**src/rtl/game_pkg.sv**
```systemverilog
// Shared game types: difficulty and placer state enums, board cell counts.
// Pure declarations, no latency; no flow control involved.
// Backpressure: n/a.
package game_pkg;

    typedef enum logic [1:0] {
        EASY   = 2'd0,
        MEDIUM = 2'd1,
        HARD   = 2'd2
    } difficulty_e;

    typedef enum logic [1:0] {
        IDLE  = 2'd0,
        CLEAR = 2'd1,
        PLACE = 2'd2,
        DONE  = 2'd3
    } placer_state_e;

    localparam int CELLS_EASY   = 16;
    localparam int CELLS_MEDIUM = 32;
    localparam int CELLS_HARD   = 64;
    localparam int IDX_W        = 6;

    // Encoding 3 has no board of its own and plays as hard.
    function automatic difficulty_e decode_difficulty(input logic [1:0] d);
        case (d)
            2'd0:    return EASY;
            2'd1:    return MEDIUM;
            default: return HARD;
        endcase
    endfunction

endpackage

```
**src/rtl/mine_index_select.sv**
```systemverilog
// Picks the random value for the latched difficulty and zero-extends it to a cell index.
// Latency: combinational. Backpressure: none, consumer samples idx when it wants.
// MINE_PLACER_SAFE_CELL_EN: idx_valid drops when idx hits the protected safe_cell.
module mine_index_select
    import game_pkg::*;
(
    input  difficulty_e                     difficulty,
    input  logic [$clog2(CELLS_EASY)-1:0]   rand_easy,
    input  logic [$clog2(CELLS_MEDIUM)-1:0] rand_medium,
    input  logic [$clog2(CELLS_HARD)-1:0]   rand_hard,
`ifdef MINE_PLACER_SAFE_CELL_EN
    input  logic [IDX_W-1:0]                safe_cell,
`endif
    output logic [IDX_W-1:0]                idx,
    output logic                            idx_valid
);

    always_comb begin
        idx       = IDX_W'(rand_hard);
        idx_valid = 1'b1;
        case (difficulty)
            EASY:    idx = IDX_W'(rand_easy);
            MEDIUM:  idx = IDX_W'(rand_medium);
            default: idx = IDX_W'(rand_hard);
        endcase
`ifdef MINE_PLACER_SAFE_CELL_EN
        if (idx == safe_cell) begin
            idx_valid = 1'b0;
        end
`endif
    end

endmodule

```
**src/rtl/mine_placer.sv**
```systemverilog
// Builds a fresh mine layout per game: CLEAR then one placement attempt per sample_tick.
// Latency: done N+2 cycles after start with N reject-free ticks; one extra tick per reject.
// Backpressure: none; PLACE simply waits for ticks. Option macro MINE_PLACER_SAFE_CELL_EN.
module mine_placer
    import game_pkg::*;
#(
    parameter int MINES_EASY   = 3,
    parameter int MINES_MEDIUM = 6,
    parameter int MINES_HARD   = 10
) (
    input  logic                            Clk,
    input  logic                            Reset,
    input  logic                            start,
    input  logic [1:0]                      difficulty,
    input  logic                            sample_tick,
    input  logic [$clog2(CELLS_EASY)-1:0]   rand_easy,
    input  logic [$clog2(CELLS_MEDIUM)-1:0] rand_medium,
    input  logic [$clog2(CELLS_HARD)-1:0]   rand_hard,
`ifdef MINE_PLACER_SAFE_CELL_EN
    input  logic [IDX_W-1:0]                safe_cell,
`endif
    output logic                            busy,
    output logic                            done,
    output logic [CELLS_HARD-1:0]           mine_map,
    output logic [3:0]                      mines_placed,
    output logic [7:0]                      reject_count
);

`ifdef MINE_PLACER_SAFE_CELL_EN
    // One cell is always off limits, so a full board could never complete.
    localparam int LIM_EASY   = (MINES_EASY   > CELLS_EASY   - 1) ? CELLS_EASY   - 1 : MINES_EASY;
    localparam int LIM_MEDIUM = (MINES_MEDIUM > CELLS_MEDIUM - 1) ? CELLS_MEDIUM - 1 : MINES_MEDIUM;
    localparam int LIM_HARD   = (MINES_HARD   > CELLS_HARD   - 1) ? CELLS_HARD   - 1 : MINES_HARD;
`else
    localparam int LIM_EASY   = MINES_EASY;
    localparam int LIM_MEDIUM = MINES_MEDIUM;
    localparam int LIM_HARD   = MINES_HARD;
`endif

    function automatic logic [3:0] target_for(input difficulty_e d);
        case (d)
            EASY:    return 4'(LIM_EASY);
            MEDIUM:  return 4'(LIM_MEDIUM);
            default: return 4'(LIM_HARD);
        endcase
    endfunction

    placer_state_e    state, state_nxt;
    difficulty_e      diff_q;
    logic [3:0]       target_q;
    logic [IDX_W-1:0] idx;
    logic             idx_valid;
    logic             attempt;
    logic             accept;

    mine_index_select u_sel (
        .difficulty  (diff_q),
        .rand_easy   (rand_easy),
        .rand_medium (rand_medium),
        .rand_hard   (rand_hard),
`ifdef MINE_PLACER_SAFE_CELL_EN
        .safe_cell   (safe_cell),
`endif
        .idx         (idx),
        .idx_valid   (idx_valid)
    );

    assign attempt = (state == PLACE) && sample_tick;
    assign accept  = attempt && idx_valid && !mine_map[idx];

    always_ff @(posedge Clk or posedge Reset) begin
        if (Reset) begin
            state <= IDLE;
        end else begin
            state <= state_nxt;
        end
    end

    always_comb begin
        state_nxt = state;
        busy      = 1'b0;
        done      = 1'b0;
        case (state)
            IDLE: begin
                if (start) begin
                    state_nxt = CLEAR;
                end
            end
            CLEAR: begin
                busy      = 1'b1;
                state_nxt = PLACE;
            end
            PLACE: begin
                busy = 1'b1;
                if (accept && ((mines_placed + 4'd1) == target_q)) begin
                    state_nxt = DONE;
                end
            end
            DONE: begin
                done      = 1'b1;
                state_nxt = IDLE;
            end
            default: state_nxt = IDLE;
        endcase
    end

    always_ff @(posedge Clk or posedge Reset) begin
        if (Reset) begin
            diff_q       <= EASY;
            target_q     <= 4'd0;
            mine_map     <= '0;
            mines_placed <= 4'd0;
            reject_count <= 8'd0;
        end else begin
            case (state)
                IDLE: begin
                    if (start) begin
                        diff_q   <= decode_difficulty(difficulty);
                        target_q <= target_for(decode_difficulty(difficulty));
                    end
                end
                CLEAR: begin
                    mine_map     <= '0;
                    mines_placed <= 4'd0;
                    reject_count <= 8'd0;
                end
                PLACE: begin
                    if (accept) begin
                        mine_map[idx] <= 1'b1;
                        mines_placed  <= mines_placed + 4'd1;
                    end else if (attempt && (reject_count != 8'hFF)) begin
                        reject_count <= reject_count + 8'd1;
                    end
                end
                default: ;
            endcase
        end
    end

endmodule

```
**config.mk**
```make
export PLATFORM = sky130hd
export DESIGN_NAME = mine_placer
export DESIGN_NICKNAME = d
export VERILOG_FILES = /design/src/rtl/game_pkg.sv /design/src/rtl/mine_index_select.sv /design/src/rtl/mine_placer.sv
export SDC_FILE = /design/constraint.sdc
export NUM_CORES = 1
export LEC_CHECK = 0
export BUFFER_PORTS_ARGS = -buffer_cell sky130_fd_sc_hd__buf_2
export CAP_MARGIN = 15
export CORE_ASPECT_RATIO = 0.7
export CORE_UTILIZATION = 30
export DETAILED_ROUTE_END_ITERATION = 8
export GPL_TIMING_DRIVEN = 0
export PLACE_DENSITY_LB_ADDON = 0.2
export SETUP_SLACK_MARGIN = 0.4
export SLEW_MARGIN = 20
export SYNTH_ARGS = -nofsm -noshare
export SYNTH_HDL_FRONTEND = slang
export SYNTH_HIERARCHICAL = 1
export SYNTH_SLANG_ARGS = --single-unit
```
**constraint.sdc**
```tcl
create_clock -name Clk -period 7.6 [get_ports Clk]
set_clock_uncertainty 0.05 [all_clocks]
set_input_delay 0.76 -clock Clk [delete_from_list [all_inputs] [get_ports Clk]]
set_output_delay 0.76 -clock Clk [all_outputs]
set_load 0.05 [all_outputs]
```
==> key figures <==
Status
  – Outcome: completed

Setup path
  – Reg2reg setup slack: 3.84 ns
  – RR Startpoint: diff_q[0]
  – Path type of the worst setup path: reg2reg
  – Category of the worst setup path capture point: register
  – Delay of the slowest critical-path stage: 0.44 ns
  – Worst Reg-to-Reg Cells: 12
  – CP Max Fanout: 10
  – Cell at the slowest stage of the critical path: sky130_fd_sc_hd__clkbuf_1
  – Endpoint required time on the critical path: 7.80 ns
  – Arrival time of the worst setup path: 3.96 ns
  – Cell-by-cell trace of the critical path: buf_6 -> mux2i_1 -> o21ai_1 -> buf_2 -> clkbuf_1 -> nand3_1 -> o2111a_1 -> a2111o_1 -> nor4_4 -> buf_4 -> nand2b_1 -> o21ai_0
  – Critical path startpoint category: register
  – Endpoint of the most critical register-to-register path: mine_map[48]

Die
  – Die X: 142 µm
  – I/O pin count: 99
  – Die Height: 99.7 µm
  – Row count: 35
  – Initial Util: 0.309
  – Total Die Area: 14100 µm²
  – Total core area: 13200 µm²

Clock tree
  – H-tree levels: 3
  – Inserted Clock Buffers: 9
  – Library cell used as clock root buffer: sky130_fd_sc_hd__clkbuf_16
  – Clock Sink Count: 82
  – Number of cells upsized or downsized after cts: 0
  – Clock latency on the worst-skew pair: 0.34 ns
  – Clock slew seen by the registers of the worst setup and hold paths: 0.06 ns
  – CTS Hold Buffers Added: 0
  – TritonCTS clock tree: done
  – Buffer levels on the longest clock path: 2
  – Post-CTS Setup Repair Bufs: 0

Power
  – Cell area power density: 357 nW/µm²
  – Switching Share: 0.469
  – Switching power total: 0.000858 W
  – Leak: 2.44 nW
  – Final Power: 0.00183 W
  – Seq pwr share: 0.299
  – Power share of the combinational group: 0.464
  – Share of total power in the clock network: 0.237
  – Pint: 0.000973 W
  – Peak supply drop: 0.000118 V

Detailed routing
  – Drt total wl: 13200 µm
  – Post-DRT Antenna Nets: 0
  – Routed WL per cell: 18.2 µm
  – DRC violation count after routing: 0
  – Initial DRC count: 257
  – Vias per std cell: 5.06
  – Initial DRT Pass Iterations: 5
  – Total number of vias: 3654

Synth
  – Flip-flop and latch count after synthesis: 82
  – Share of the yosys chip area belonging to registers: 0.502
  – Top flip-flop cell by instance count after synthesis: sky130_fd_sc_hd__dfrtp_1
  – Post-synth top area cell: sky130_fd_sc_hd__dfrtp_1
  – Area of the mapped netlist: 4090 µm²
  – Number of enable-type register cells in the synthesized netlist: 0
  – Warnings, synthesis: 6
  – Syn_nets: 449
  – Proportion of netlist area held by the largest area contributor: 0.502
  – Top post-synthesis cells by area: sky130_fd_sc_hd__dfrtp_1, sky130_fd_sc_hd__nand2_1, sky130_fd_sc_hd__o21ai_0
  – Post-synthesis async set-or-reset flop share: 1.00
  – Count of different cell masters after synthesis: 50
  – Gate count of the mapped netlist: 422
  – Mean Syn Cell Area: 9.69 µm²

Finish
  – Fraction of final layout cells with drive strength greater than 1: 0.268
  – Core occupancy in the finished layout: 0.388
  – Antenna Cells: 0
  – Total number of nets in the final design: 559
  – Relative area change from synthesis to final layout: 25.4%

Global route
  – Grt ovf: 0
  – Number of antenna violations at the first check in global routing: 0
  – First-pass GRT wire length: 20300 µm
  – Largest net degree at the start of global routing: 43
  – Number of global-route vias before repair: 3461
  – Global-route usage over all layers: 0.193

Run
  – Reported max-cap violation count: 0

STA
  – Number of failing hold endpoints at the final stage: 0
  – Max-slew violation total from the final report: 0
  – Least-Margin Pin Slew: 0.864 ns
  – Max frequency: 266 MHz
  – Unrepaired setup endpoints after global routing: no
  – Fin crit share: 0.494
  – Setup-failing EPs final: 0
  – Final TNS setup: 0 ns
  – Post-layout min period: 3.76 ns
  – Slew Limit Headroom: 0.418

Worst hold path
  – Classification of the worst-slack hold path: in2async

Place
  – HPWL reported at the end of detailed placement: 9680 µm
  – Final weighted congestion in routability-driven placement: 0.823
  – Port-buffer cells: 98
-- layer usage --
layer,vias to the layer above,wire (µm),global-route usage
met5,-,0,0
met4,0,96,0.0480
met3,12,1010,0.0443
met2,150,5490,0.270
met1,1774,6570,0.296
li1,1718,-,-
-- kinds of logic (layout without fill, tap and decap cells) --
kind of cell	after synthesis	after routing	share of synthesized area
adders and majority gates	6	6	0.0184
DFF	82	82	0.502
muxes	28	28	0.0921
xor gates and xnor gates	6	6	0.0129
other	1	1	0.000917
and+or+nand+nor	151	151	0.172
buffers and inverters	30	145	0.0340
AOI/OAI and AO/OA	118	118	0.168
-- how the worst max path moves through the flow --
stage                              start              end  slack [ns]  cells after the start
after global placement             Reset     mine_map[32]        3.58                      2
after detailed placement  rand_medium[0]     mine_map[53]        3.67                     12
after global routing           diff_q[0]     mine_map[53]        3.59                     12
final                          diff_q[0]     mine_map[48]        3.84                     12
after CTS                      diff_q[0]     mine_map[55]        3.87                     12
after floorplan           rand_medium[1]  reject_count[0]        4.43                      9
-- state kept, by name, indices dropped and copies added (netlist names) --
name / count
diff_q: 2
mine_map: 64
mines_placed: 4
reject_count: 8
state: 2
target_q: 2
-- metrics by stage --
stage,area [µm²],cells,hold WS [ns],worst slack [ns]
finish,5130,722,0.418,3.84
global route,5130,722,0.452,3.59
CTS,5130,722,0.437,3.87
detailed placement,4830,706,0.426,3.67
global placement,4810,705,0.426,3.58
floorplan,4090,422,0.405,4.43
-- worst max-delay path: cells and delay by family (launching register included) --
kind | cells | cell delay [ns]
muxes | 1 | 0.11
and+or+nand+nor | 3 | 0.71
DFF | 1 | 0.42
AOI/OAI and AO/OA | 4 | 1.16
buffers and inverters | 4 | 1.22
-- cell type report --
cell class                 instances  area [µm²]
tap                              185         231
inverter                           8        32.5
clock inverter                     7        70.1
timing repair buffer              99         510
sequential                        82        2050
buffer                            22         109
multi-input combinational        310        1900
clock buffer                       9         225
fill                            1364        8100
-- synth_stat cells, types with 7 or more instances --
cell type / number
sky130_fd_sc_hd__nand2_1: 100
sky130_fd_sc_hd__dfrtp_1: 82
sky130_fd_sc_hd__o21ai_0: 47
sky130_fd_sc_hd__o21ai_1: 36
sky130_fd_sc_hd__mux2i_1: 14
sky130_fd_sc_hd__clkbuf_1: 10
sky130_fd_sc_hd__buf_2: 9
sky130_fd_sc_hd__inv_1: 8
sky130_fd_sc_hd__nand3_1: 8
sky130_fd_sc_hd__mux2_2: 7
sky130_fd_sc_hd__mux4_2: 7
sky130_fd_sc_hd__nand2b_1: 7
sky130_fd_sc_hd__nor2_1: 7
-- power by group through the flow --
stage               combinational, W  clock, W  sequential (W)
global route                0.000907  0.000461        0.000557
global placement            0.000834         0        0.000552
finish                      0.000850  0.000434        0.000547
detailed placement          0.000842         0        0.000556
floorplan                   0.000458         0        0.000689
CTS                         0.000844  0.000441        0.000547
-- cell usage in the layout, fill, tap and decap left out, drive strengths merged, types with 2 or more instances in the layout --
master  instances
a21oi           6
nor2            7
o21ai          83
nand2b          7
nand3b          5
xor2            3
nor3b           4
nor3            2
xnor2           3
clkinv          5
a211o           2
or4             2
dfrtp          82
mux2i          14
mux2            7
clkbuf         19
a221oi          4
a22oi           3
nand3           8
nand2         100
ha              6
o31ai           5
inv             8
and2            2
nor2b           6
buf           111
o211ai          2
and3            3
mux4            7
Power figures use the tool's default switching activity.
